File: src/rtl/sgd_dot_accum.sv
// Accumulates NUM_CHUNKS signed partial sums per dot product and queues each
// completed result in a 2-entry output FIFO with ready/valid handshake.
module sgd_dot_accum #(
  parameter int NUM_CHUNKS = 4,
  parameter int DATA_WIDTH = 32,
  parameter int ACC_WIDTH  = 48
) (
  input  logic                         clk,
  input  logic                         rst,
  input  logic                         clear,
  input  logic signed [DATA_WIDTH-1:0] v_input,
  input  logic                         v_input_valid,
  output logic signed [ACC_WIDTH-1:0]  dot_out,
  output logic                         dot_out_valid,
  input  logic                         dot_out_ready,
  output logic [31:0]                  sample_cnt,
  output logic                         overflow
);

  localparam int CNT_W = (NUM_CHUNKS > 1) ? $clog2(NUM_CHUNKS) : 1;
  localparam logic [CNT_W-1:0] LAST_CHUNK = CNT_W'(NUM_CHUNKS - 1);

  function automatic logic signed [ACC_WIDTH-1:0] sext(input logic signed [DATA_WIDTH-1:0] v);
    sext = ACC_WIDTH'(v);
  endfunction

  logic signed [ACC_WIDTH-1:0] acc_p0;
  logic [CNT_W-1:0]            chunk_cnt_p0;
  logic signed [ACC_WIDTH-1:0] ext_p0;
  logic signed [ACC_WIDTH-1:0] sum_p0;
  logic                        vld_p0;
  logic                        final_p0;

  // Stage p0: accumulate incoming partial sums; a beat during clear is dropped.
  assign vld_p0   = v_input_valid && !clear;
  assign final_p0 = vld_p0 && (chunk_cnt_p0 == LAST_CHUNK);
  assign ext_p0   = sext(v_input);
  assign sum_p0   = (chunk_cnt_p0 == '0) ? ext_p0 : acc_p0 + ext_p0;

  always_ff @(posedge clk or posedge rst) begin
    if (rst) begin
      acc_p0       <= '0;
      chunk_cnt_p0 <= '0;
    end else if (clear) begin
      acc_p0       <= '0;
      chunk_cnt_p0 <= '0;
    end else if (vld_p0) begin
      acc_p0       <= sum_p0;
      chunk_cnt_p0 <= final_p0 ? '0 : chunk_cnt_p0 + 1'b1;
    end
  end

  logic signed [ACC_WIDTH-1:0] mem_p1 [2];
  logic       rd_ptr_p1;
  logic       wr_ptr_p1;
  logic [1:0] count_p1;
  logic       pop_p1;
  logic       full_p1;
  logic       push_p1;

  // Stage p1: output FIFO; a push into a full FIFO still succeeds if a pop frees a slot.
  assign pop_p1  = (count_p1 != 2'd0) && dot_out_ready;
  assign full_p1 = (count_p1 == 2'd2);
  assign push_p1 = final_p0 && (!full_p1 || pop_p1);

  always_ff @(posedge clk) begin
    if (push_p1 && !clear) mem_p1[wr_ptr_p1] <= sum_p0;
  end

  always_ff @(posedge clk or posedge rst) begin
    if (rst) begin
      rd_ptr_p1  <= 1'b0;
      wr_ptr_p1  <= 1'b0;
      count_p1   <= 2'd0;
      sample_cnt <= 32'd0;
      overflow   <= 1'b0;
    end else if (clear) begin
      rd_ptr_p1  <= 1'b0;
      wr_ptr_p1  <= 1'b0;
      count_p1   <= 2'd0;
      sample_cnt <= 32'd0;
      overflow   <= 1'b0;
    end else begin
      if (push_p1) begin
        wr_ptr_p1  <= ~wr_ptr_p1;
        sample_cnt <= sample_cnt + 32'd1;
      end
      if (pop_p1) rd_ptr_p1 <= ~rd_ptr_p1;
      if (final_p0 && full_p1 && !pop_p1) overflow <= 1'b1;
      case ({push_p1, pop_p1})
        2'b10:   count_p1 <= count_p1 + 2'd1;
        2'b01:   count_p1 <= count_p1 - 2'd1;
        default: count_p1 <= count_p1;
      endcase
    end
  end

  assign dot_out_valid = (count_p1 != 2'd0);
  assign dot_out       = dot_out_valid ? mem_p1[rd_ptr_p1] : '0;

endmodule

File: config.mk
export PLATFORM = sky130hd
export DESIGN_NAME = sgd_dot_accum
export DESIGN_NICKNAME = d
export VERILOG_FILES = /design/src/rtl/sgd_dot_accum.sv
export SDC_FILE = /design/constraint.sdc
export NUM_CORES = 1
export LEC_CHECK = 0
export BUFFER_PORTS_ARGS = -buffer_cell sky130_fd_sc_hd__buf_2
export CORE_UTILIZATION = 59
export CTS_BUF_LIST = sky130_fd_sc_hd__clkbuf_8 sky130_fd_sc_hd__clkbuf_16
export CTS_CLUSTER_SIZE = 25
export DETAILED_ROUTE_END_ITERATION = 8
export PLACE_DENSITY = 0.83
export SLEW_MARGIN = 20
export SYNTH_ARGS = -nofsm -noshare
export SYNTH_HDL_FRONTEND = slang
export SYNTH_SLANG_ARGS = --single-unit
export TNS_END_PERCENT = 10
File: constraint.sdc
create_clock -name clk -period 8.45 [get_ports clk]
set_input_delay 1.69 -clock clk [delete_from_list [all_inputs] [get_ports clk]]
set_output_delay 1.69 -clock clk [all_outputs]
set_load 0.05 [all_outputs]
==> results.ini <==
[outcome]
run_status=complete, no violations

[power]
p_leak_nw=5.03
power.internal_w=0.00152
power_frac_seq_pct=46.2
combPwrFrac_pct=19.5
switching_share_pct=29.3
power.switching_w=0.000632
powerDensity_mw_per_mm2=184
p_clk_share_pct=34.3
irDropWorstVdd_mv=0.137

[global_routing]
grt_overflow_total=0
grt_antenna_before_repair=0
grt_pass1_wl_mm=37.7
grt_pass1_vias=7879
gr-usage-all-layers_pct=26.3
grt_max_degree=85

[yosys]
syn_nets=1116
synth_most_common_cell=nor2_1
yosys.area_share.simple_pct=14.2
synth_adder_area_share_pct=6.21
synth_compound_area_share_pct=15.1
syn-cell-area_mm2=0.0104
synth_xor_area_share_pct=5.56
synth.top_cell.area_share_pct=27.7
synth_top_cell_by_area=edfxtp_1
ys_async_sr_fraction_pct=47.5
synthMuxAreaShare_pct=7.50
synth_top_family_by_area=compound AO/OA/AOI/OAI gates
synth_edf_count=96
synthFlopType=edfxtp_1
ys_warn_count=0
ys_top_cells_by_count=nor2_1, edfxtp_1, dfrtp_1
synth.avg_cell_area_um2=10.1
yosysSeqAreaShare_pct=48.7
syn_inst=1028
ys_ff_latch=183
ys_types=66
netlist_top_cells_area=edfxtp_1, dfrtp_1, mux2i_1, ha_1, nor2_1

[worst_setup_path]
crit_arrival_ns=4.98
worstPathMaxFanout=56
cp-startpoint=v_input_valid
startpoint_type=primary input
rr_startpoint=acc_p0[0]
crit_family=simple AND/OR/NAND/NOR gates
path_class=in -> reg
crit_top_cell=nor2_1
cp.depth=12
slowest_delay_ns=0.59
reg2regPathDepth=12
cp_slowest_cell=buf_4
crit_path_end_kind=register
path_cells=buf_2 > buf_4 > nand2_1 > nor3_2 > nand4_1 > or2_2 > nor2_1 > nand2_1 > nor2_1 > nand3_1 > xor2_1 > nor2_1
path_buf_inv=2
cp_data_required_time_ns=8.74
regToRegSetupSlack_ns=4.77

[finish]
antenna_cells=0
drive_above_1_share_pct=16.5
nets=1211
final_util_pct=68.0
syn_to_final_growth_pct=12.8

[detailed_routing]
totalWireLength_mm=22.8
drt-wirelength-per-cell_um=16.8
via_per_inst=5.99
ant_nets=0
num_vias=8150
drt-initial-drc-count=613
drt_first_pass_iters=5
drc=0

[floorplan]
die_h_um=135
num_rows=48
die_w_um=135
io_pins=119
initial_core_util_pct=60.3
dieArea_mm2=0.0182
core_mm2=0.0172

[clock_network]
hold_buffers=0
post_cts_resized=0
cts_setup_buffers=0
cts.sinks=183
clk_root_buffer_cell=clkbuf_16
cts_buffers=17
path_clk_slew_ns=0.07
cts_tree=yes
clk_path_buf_depth=2
h-tree-depth=4
clock_latency_ns=0.44

[timing]
setup_viol=0
rsz0062_at_grt=false
min_period_ns=4.68
worst_pin_slew_ns=0.863
fin_crit_sh_pct=55.4
fin_hold_ws_ns=0.518
fin_worst_skew_ns=0.00916
fin_ws_ns=3.77
hold_violations=0
finalMaxSlewViolations=0
slew_headroom_pct=42.5
tns_ns=0
timing.fmax_mhz=213

[hold_path]
whs_path_depth=2
hp-start=overflow
min_path_type=reg -> reg

[run]
max_cap_violations=0

[placement]
dpl_worst_slack_ns=3.00
numPortBuffers=118
gp_routability_congestion=0.873
dp_hpwl_mm=15.4

cell type report:
class | instances | area (um^2)
Clock buffer | 18 | 439
Timing Repair Buffer | 128 | 686
Clock inverter | 14 | 106
Multi-Input combinational cell | 771 | 5070
Fill cell | 1354 | 5510
Sequential cell | 183 | 5060
Tap cell | 225 | 282
Inverter | 22 | 83.8
worst reg2reg max path: cells and delay by family, from the launching register on:
family,cells,cell delay [ns]
adders and majority gates,2,0.65
AOI/OAI and AO/OA,5,1.21
DFF,1,0.38
xor gates and xnor gates,1,0.23
and+or+nand+nor,4,0.91
routing by layer:
metal / track usage (%) / vias to the layer above / wire [um]
met5: 0 / - / 0
met4: 9.55 / 0 / 511
met3: 4.84 / 35 / 1030
met2: 45.2 / 221 / 11500
met1: 33.3 / 3992 / 9790
li1: - / 3902 / -
cells by family (layout without fill, tap and decap cells):
family | after synthesis | count (layout)
flops | 183 | 183
compound gates | 249 | 249
xor+xnor | 66 | 66
mux | 77 | 77
simple gates | 328 | 328
fa+ha+maj | 51 | 51
buf+inv | 74 | 182
path summary, 6_finish.rpt:
path | to
min | overflow
max | sample_cnt[31]
min in group asynchronous | acc_p0[43]
min reg2reg | overflow
max in group asynchronous | rd_ptr_p1
max reg2reg | mem_p1[1][44]
state kept, by name, summed over array words and instances (netlist names):
| register | flops |
|---|---|
| acc_p0 | 48 |
| chunk_cnt_p0 | 2 |
| count_p1 | 2 |
| mem_p1 | 96 |
| overflow | 1 |
| rd_ptr_p1 | 1 |
| sample_cnt | 32 |
| wr_ptr_p1 | 1 |
power by group through the flow:
stage	clock network [W]	logic [W]	registers [W]
after global routing	0.000781	0.000465	0.000999
after floorplan	0	0.000319	0.00101
after detailed placement	0	0.000412	0.00101
after CTS	0.000748	0.000417	0.000996
final	0.000740	0.000420	0.000997
after global placement	0	0.000398	0.00101
stage by stage:
| stage | std cells | total power (W) | instance area (um^2) |
|---|---|---|---|
| after floorplan | 1028 | 0.00133 | 10400 |
| after global placement | 1328 | 0.00141 | 11100 |
| after detailed placement | 1328 | 0.00143 | 11100 |
| after CTS | 1360 | 0.00216 | 11700 |
| after global routing | 1361 | 0.00224 | 11700 |
| final | 1361 | 0.00216 | 11700 |
placed cells by master (no fill, tap or decap), types with 4 or more instances in the layout:
| cell type | n |
|---|---|
| a211oi_1 | 11 |
| a21o_1 | 22 |
| a21oi_1 | 68 |
| a31oi_1 | 4 |
| and3_1 | 11 |
| buf_2 | 118 |
| buf_4 | 9 |
| clkbuf_16 | 17 |
| clkinv_4 | 5 |
| dfrtp_1 | 86 |
| edfxtp_1 | 96 |
| ha_1 | 49 |
| inv_1 | 21 |
| mux2_2 | 7 |
| mux2i_1 | 70 |
| nand2_1 | 75 |
| nand2b_1 | 5 |
| nand3_1 | 14 |
| nand4_1 | 18 |
| nor2_1 | 152 |
| nor2b_1 | 9 |
| nor3_1 | 11 |
| o211ai_1 | 4 |
| o21a_1 | 16 |
| o21ai_0 | 77 |
| o21ai_1 | 7 |
| o21bai_1 | 6 |
| o31ai_1 | 4 |
| or2_2 | 4 |
| or3_1 | 10 |
| xnor2_1 | 29 |
| xor2_1 | 37 |
(Power assumes the default switching activity.)
